--- config.mk ---
export PLATFORM = sky130hd
export DESIGN_NAME = avalon_burst_splitter
export DESIGN_NICKNAME = d
export VERILOG_FILES = /design/src/rtl/avalon_burst_splitter.sv
export SDC_FILE = /design/constraint.sdc
export NUM_CORES = 1
export LEC_CHECK = 0
export BUFFER_PORTS_ARGS = -buffer_cell sky130_fd_sc_hd__buf_2
export CAP_MARGIN = 25
export CORE_MARGIN = 3
export CORE_UTILIZATION = 44
export DETAILED_ROUTE_END_ITERATION = 6
export PLACE_DENSITY_LB_ADDON = 0.15
export SLEW_MARGIN = 20
export SYNTH_ARGS = -nofsm -noshare
export SYNTH_HDL_FRONTEND = slang
export SYNTH_SLANG_ARGS = --single-unit
--- constraint.sdc ---
create_clock -name wb_clk_i -period 2.3 [get_ports wb_clk_i]
set_input_delay 0.46 -clock wb_clk_i [delete_from_list [all_inputs] [get_ports wb_clk_i]]
set_output_delay 0.46 -clock wb_clk_i [all_outputs]
set_load 0.1 [all_outputs]
--- src/rtl/avalon_burst_splitter.sv ---
// avalon_burst_splitter: turns Avalon-MM read/write bursts into single-beat accesses with incrementing addresses
module avalon_burst_splitter #(
    parameter int DW      = 32,
    parameter int AW      = 32,
    parameter int BURST_W = 8
) (
    input  logic               wb_clk_i,
    input  logic               wb_rst_i,
    input  logic [AW-1:0]      s_av_address_i,
    input  logic [DW/8-1:0]    s_av_byteenable_i,
    input  logic [BURST_W-1:0] s_av_burstcount_i,
    input  logic               s_av_read_i,
    input  logic               s_av_write_i,
    input  logic [DW-1:0]      s_av_writedata_i,
    output logic               s_av_waitrequest_o,
    output logic [DW-1:0]      s_av_readdata_o,
    output logic               s_av_readdatavalid_o,
    output logic [AW-1:0]      m_av_address_o,
    output logic [DW/8-1:0]    m_av_byteenable_o,
    output logic [BURST_W-1:0] m_av_burstcount_o,
    output logic               m_av_read_o,
    output logic               m_av_write_o,
    output logic [DW-1:0]      m_av_writedata_o,
    input  logic               m_av_waitrequest_i,
    input  logic [DW-1:0]      m_av_readdata_i,
    input  logic               m_av_readdatavalid_i
);
    localparam logic [1:0] IDLE     = 2'd0;
    localparam logic [1:0] RD_ISSUE = 2'd1;
    localparam logic [1:0] RD_DRAIN = 2'd2;
    localparam logic [1:0] WR       = 2'd3;
    localparam logic [AW-1:0] STEP = AW'(DW/8);
    localparam logic [BURST_W-1:0] ONE = BURST_W'(1);

    logic [1:0]         state, state_nxt;
    logic [AW-1:0]      addr_reg;
    logic [DW/8-1:0]    be_reg;
    logic [BURST_W-1:0] issue_cnt, resp_cnt, beats;
    logic               rd_fire, wr_fire, rsp;

    always_comb begin
        beats   = (s_av_burstcount_i == '0) ? ONE : s_av_burstcount_i;
        rd_fire = (state == RD_ISSUE) && !m_av_waitrequest_i;
        wr_fire = (state == WR) && s_av_write_i && !m_av_waitrequest_i;
        rsp     = ((state == RD_ISSUE) || (state == RD_DRAIN)) && m_av_readdatavalid_i;
        state_nxt = (state == IDLE)     ? (s_av_read_i ? RD_ISSUE : s_av_write_i ? WR : IDLE) :
                    (state == RD_ISSUE) ? ((rd_fire && issue_cnt == ONE) ? RD_DRAIN : RD_ISSUE) :
                    (state == RD_DRAIN) ? ((resp_cnt == '0) ? IDLE : RD_DRAIN) :
                                          ((wr_fire && issue_cnt == ONE) ? IDLE : WR);
    end

    // Outputs are forced quiet while reset is held, even mid-burst
    assign s_av_waitrequest_o   = wb_rst_i || ((state == IDLE) ? !s_av_read_i :
                                               (state == WR)   ? m_av_waitrequest_i : 1'b1);
    assign s_av_readdata_o      = m_av_readdata_i;
    assign s_av_readdatavalid_o = rsp && !wb_rst_i;
    assign m_av_address_o       = addr_reg;
    assign m_av_byteenable_o    = (state == WR) ? s_av_byteenable_i : be_reg;
    assign m_av_burstcount_o    = ONE;
    assign m_av_read_o          = (state == RD_ISSUE) && !wb_rst_i;
    assign m_av_write_o         = (state == WR) && s_av_write_i && !wb_rst_i;
    assign m_av_writedata_o     = s_av_writedata_i;

    always_ff @(posedge wb_clk_i) begin
        if (wb_rst_i) begin
            state     <= IDLE;
            addr_reg  <= '0;
            be_reg    <= '0;
            issue_cnt <= '0;
            resp_cnt  <= '0;
        end else begin
            state <= state_nxt;
            if (state == IDLE && (s_av_read_i || s_av_write_i)) begin
                addr_reg  <= s_av_address_i;
                issue_cnt <= beats;
                if (s_av_read_i) begin
                    be_reg   <= s_av_byteenable_i;
                    resp_cnt <= beats;
                end
            end
            if (rd_fire || wr_fire) begin
                addr_reg  <= addr_reg + STEP;
                issue_cnt <= issue_cnt - ONE;
            end
            if (rsp && resp_cnt != '0)
                resp_cnt <= resp_cnt - ONE;
        end
    end
endmodule

---- Yosys cells after proc, flatten, opt, wreduce, memory -nomap -nowiden ----
Cells that the tools add are included.
operators by class
  $add $sub $neg .......................... 3
  equality and inequality tests ........... 4
  muxes and demuxes ....................... 19
  reduce and logical (&&, ||, !) cells .... 27
operator list
  kind                                                  count
  two-way mux 32 bit                                    2
  two-way mux 8 bit                                     6
  adder 32 x 3 -> 32 bit (second input constant)        1
  zero test 8 bit                                       2
  two-way mux 2 bit                                     8
  subtractor 8 x 1 -> 8 bit (second input constant)     2
  logical AND 1 bit                                     11
  equality test 8 x 1 -> 1 bit (second input constant)  1
  nonzero test 8 bit                                    1
  nonzero test 2 bit                                    3
  equality test 2 bit (second input constant)           2
  logical OR 1 bit                                      4
  two-way mux 4 bit                                     1
  AND reduction 2 bit                                   2
  zero test 1 bit                                       3
  equality test 2 x 1 -> 1 bit (second input constant)  1
  zero test 2 bit                                       1
  two-way mux 1 bit                                     2
storage, ports and cells
  flip-flop bits (word level) ............. 54
  input bits .............................. 114
  output and inout bits ................... 112
  word-level logic and storage cells ...... 58

---- Logic depth before layout (Yosys ltp) ----
  depth in word-level cells ............... 8
  depth in mapped cells ................... 10
  depth with buffers taken out ............ 7

---- Worst setup path after synthesis ----
No wires, ideal clock.
  path kind ............................... input to output
  from .................................... input wb_rst_i
  to ...................................... output m_av_write_o
  arrival ................................. 2.128 ns
  data required time ...................... 1.840 ns
  path slack .............................. -0.288 ns
  stages .................................. 3
  buffers on the path ..................... 2
  path through ............................ clkbuf_1 > buf_1 > nor2_1
between the ends
  word-level cells in the longest chain between the ends .. 2
ends and longest elaborated chain
  what               RTL line  RTL
  start, declared    8         input logic wb_rst_i,
  zero test 1 bit    61        assign m_av_write_o = (state == WR) && s_av_write_i && !wb_rst_i;
  logical AND 1 bit  61
  end, declared      22        output logic m_av_write_o,
Every way passes these cells.

---- Worst setup path after layout ----
  from .................................... register state[0]
  to ...................................... output s_av_readdatavalid_o
between the ends
  word-level cells in the longest chain between the ends .. 4
  elaborated cells on any way between the ends .. 5
  those cells by class .................... 2 x eq/ne; 3 x reduce/logical
ends and longest elaborated chain
  what                                                                 RTL line  RTL
  start, declared                                                      35        logic [1:0] state, state_nxt;
  start signal, assigned                                               72        state <= state_nxt;
  equality test 2 x 1 -> 1 bit or equality test 2 bit (tied branches)  45        rsp = ((state == RD_ISSUE) || (state == RD_DRAIN)) && m_av_readdatavalid_i;
  logical OR 1 bit *                                                   45
  logical AND 1 bit *                                                  45
  logical AND 1 bit *                                                  56        assign s_av_readdatavalid_o = rsp && !wb_rst_i;
  end, declared                                                        17        output logic s_av_readdatavalid_o,
Every way passes the cells marked *; elsewhere a longest branch is shown, timed or not.

==> summary.md <==
| Metric | Value |
|---|---|
| Max-capacitance violation count | `0` |
| Run status | `finished, final reports clean` |
| Seq/Total Area, Yosys | `0.2825` |
| Slew at the pin closest to its max-slew limit | `0.6952 ns` |
| Share of flip-flops with an asynchronous set or reset after synthesis | `0` |
| PostCTS Resize Cnt | `0` |
| Maximum root-to-sink buffer count | `2` |
| Initial antenna violation count | `0` |
| Number of port buffers | `89` |
| Width of the chip | `99.25 µm` |
| Aggregate global-route resource usage | `0.2066` |
| Setup repair after global routing missed its margin | `false` |
| PD cells | `1131 nW/µm²` |
| Leading post-synthesis cells by cell area | `sky130_fd_sc_hd__dfxtp_1, sky130_fd_sc_hd__buf_4, sky130_fd_sc_hd__nand2_1` |
| Number of standard cells in the final layout excluding fillers | `634` |
| Max H-tree Level | `2` |
| Highest net fanout along the worst path | `6` |
| Synth area leader | `sky130_fd_sc_hd__dfxtp_1` |
| Area of the mapped netlist | `3826 µm²` |
| Detailed-route vias per instance | `5.655` |
| Critical Path, Cell by Cell | `inv_1 -> ha_1 -> nand2_1 -> nor2_1 -> clkbuf_4` |
| Number of cell rows | `33` |
| Setup Slack @ Placement | `0.1881 ns` |
| Clock transition at path regs | `0.10 ns` |
| Met2 Routed Length | `4854 µm` |
| Synthesized area per cell | `7.622 µm²` |
| Post-CTS setup repair buffer count | `0` |
| Yosys reg bits | `54` |
| Post-route DRC violation count | `0` |
| Worst slew margin | `0.5300` |
| EDFF count, synth | `0` |
| Area share of the largest cell type after synthesis | `0.2825` |
| Leakage power of the design | `1.712 nW` |
| Req. time, crit path | `1.84 ns` |
| Worst VDD drop | `0.5009 mV` |
| Die footprint | `9851 µm²` |
| Number of global-route vias before repair | `3346` |
| Instance area at placement | `3964 µm²` |
| Startpoint Class | `flip-flop` |
| Max reg flops | `32` |
| Top metal layer carrying routed signals | `met4` |
| Number of antenna repair diodes | `0` |
| Number of placed instances, taps included | `626` |
| Tcrit/Tclk final | `0.9514` |
| Setup slack of the critical path after layout | `0.1118 ns` |
| Post-Synthesis Cells | `502` |
| Number of distinct library cells after synthesis | `59` |
| CTS buffer count | `5` |
| Number of pins with negative max-slew slack in the final report | `0` |
| Final setup vio count | `0` |
| CTS tree | `yes` |
| Highest attainable clock frequency | `457.0 MHz` |
| Weighted congestion reported at the end of routability-driven placement | `0.8586` |
| Final count of hold timing violations | `0` |
| Fraction of layout instances using a drive strength above 1 | `0.3006` |
| Clk sink count | `54` |
| Final #Nets | `651` |
| Worst Setup Path Type | `reg2out` |
| First-pass GRT wire length | `16900 µm` |
| Number of optimization iterations in the first detailed-route pass | `5` |
| Worst path arrival time | `1.73 ns` |
| Cell with the most instances after synthesis | `sky130_fd_sc_hd__nand2_1` |
| Top-level I/O count | `226` |
| Cell chosen for the clock root | `sky130_fd_sc_hd__clkbuf_8` |
| Initial cell density of the core | `0.4587` |
| Core region area | `8341 µm²` |
| Chip height | `99.25 µm` |
| Routed metal-1 wire length | `4681 µm` |
| Residual antenna-violating net count after detailed routing | `0` |
| Clock latency on the worst-skew pair | `0.31 ns` |
| Class of the tightest hold or removal check | `in2reg` |
| Worst Clk Skew | `0.007034 ns` |
| Worst-case register-to-register setup slack | `0.31 ns` |
| Type of element capturing the critical path | `output pin` |
| Hold-fix buffers at CTS | `0` |
| Number of DRC markers in iteration 0 | `107` |
| Critical path's top delay family | `buffers and inverters` |
| Pin count of the biggest net entering global routing | `20` |
| Total power consumption of the routed design | `4.611 mW` |
| Final critical path time including I/O delays and setup | `2.188 ns` |
| Count of synthesis-stage warnings from yosys | `0` |
| Crit path largest cell delay | `0.37 ns` |
| Avg WL per Cell | `16.43 µm` |
| Area growth from synthesis to final layout | `6.508%` |
| Final Cell Area | `4075 µm²` |
| Primary FF master, synth | `sky130_fd_sc_hd__dfxtp_1` |
| WL final | `10420 µm` |
| Master of the slowest instance on the critical path | `sky130_fd_sc_hd__dfxtp_1` |
| Worst path buffer plus inverter count | `2` |
| GRT Residual Overflow | `0` |
| Detail Placement HPWL | `7962 µm` |
| Met3 wire length | `681 µm` |
| Overall via count from detail_route | `3585` |
| End-of-flow core utilization | `0.4886` |
| Most used standard cells in the synthesized netlist | `sky130_fd_sc_hd__nand2_1, sky130_fd_sc_hd__buf_4, sky130_fd_sc_hd__dfxtp_1` |
stage by stage:
step	hold slack (ns)	TNS, ns
after floorplan	0.4338	-0.7172
after detailed placement	0.4523	0
final	0.3764	0
after global placement	0.4408	0
after CTS	0.3704	0
after global routing	0.3947	0
where the power goes:
group | internal (mW) | switching (mW) | leakage [nW]
Clock | 0.321 | 0.328 | 0.0579
Combinational | 0.674 | 1.86 | 1.20
Sequential | 1.16 | 0.269 | 0.451
cell type report:
| class | instances | area, µm² |
|---|---|---|
| fillers | 869 | 4265 |
| repair buffers | 107 | 598.1 |
| flip-flops and latches | 54 | 1101 |
| inverters | 15 | 56.30 |
| clock inverters | 3 | 40.04 |
| multi-input cells | 345 | 2079 |
| well taps | 105 | 131.4 |
| clock buffers | 5 | 68.82 |
routing by layer:
layer  global-route usage  up-vias
met2               0.3337      130
li1                     -     1766
met3              0.02595       30
met1               0.2832     1659
met5                    0        -
met4              0.07458        0
tightest hold or removal path, delay by kind of cell:
| kind | cells | cell delay (ns) |
|---|---|---|
| buffers and inverters | 1 | 0.09 |
| AOI/OAI and AO/OA | 1 | 0.05 |
| and+or+nand+nor | 1 | 0.05 |
placed cells by master, fill, tap and decap left out, types with 3 or more instances in the layout:
cell	count
sky130_fd_sc_hd__a211oi_1	10
sky130_fd_sc_hd__a21oi_1	33
sky130_fd_sc_hd__a221oi_1	4
sky130_fd_sc_hd__a311oi_1	4
sky130_fd_sc_hd__a31o_2	7
sky130_fd_sc_hd__a31oi_1	13
sky130_fd_sc_hd__and3_1	8
sky130_fd_sc_hd__buf_2	87
sky130_fd_sc_hd__buf_4	18
sky130_fd_sc_hd__clkbuf_8	5
sky130_fd_sc_hd__conb_1	8
sky130_fd_sc_hd__dfxtp_1	38
sky130_fd_sc_hd__dfxtp_2	16
sky130_fd_sc_hd__ha_1	9
sky130_fd_sc_hd__inv_1	15
sky130_fd_sc_hd__mux2_2	4
sky130_fd_sc_hd__nand2_1	74
sky130_fd_sc_hd__nand3_1	23
sky130_fd_sc_hd__nand4_1	9
sky130_fd_sc_hd__nor2_1	30
sky130_fd_sc_hd__nor2b_1	3
sky130_fd_sc_hd__nor3_1	15
sky130_fd_sc_hd__nor3_2	3
sky130_fd_sc_hd__nor4_1	10
sky130_fd_sc_hd__o211ai_1	3
sky130_fd_sc_hd__o21ai_0	15
sky130_fd_sc_hd__or3_1	5
sky130_fd_sc_hd__or4_1	4
sky130_fd_sc_hd__xnor2_1	3
sky130_fd_sc_hd__xor2_1	9
kinds of logic after synthesis:
| family | after synthesis | synth area share |
|---|---|---|
| adders and majority gates | 9 | 0.02943 |
| other | 2 | 0.001963 |
| and+or+nand+nor | 203 | 0.2740 |
| muxes | 5 | 0.01439 |
| AOI/OAI and AO/OA | 108 | 0.1897 |
| buffers and inverters | 109 | 0.1805 |
| DFF | 54 | 0.2825 |
| xor gates and xnor gates | 12 | 0.02747 |
final timing paths:
kind / from / to / cells past startpoint
setup / recovery: state[0]$_SDFF_PP0_ / s_av_readdatavalid_o / 5
hold / removal: s_av_address_i[6] / m_av_address_o[6]$_SDFFE_PP0P_ / 3
setup reg to reg: state[1]$_SDFF_PP0_ / m_av_address_o[7]$_SDFFE_PP0P_ / 7
hold reg to reg: be_reg[2]$_SDFFE_PP0P_ / be_reg[2]$_SDFFE_PP0P_ / 2
No activity file was read; power rests on OpenSTA's default activity.
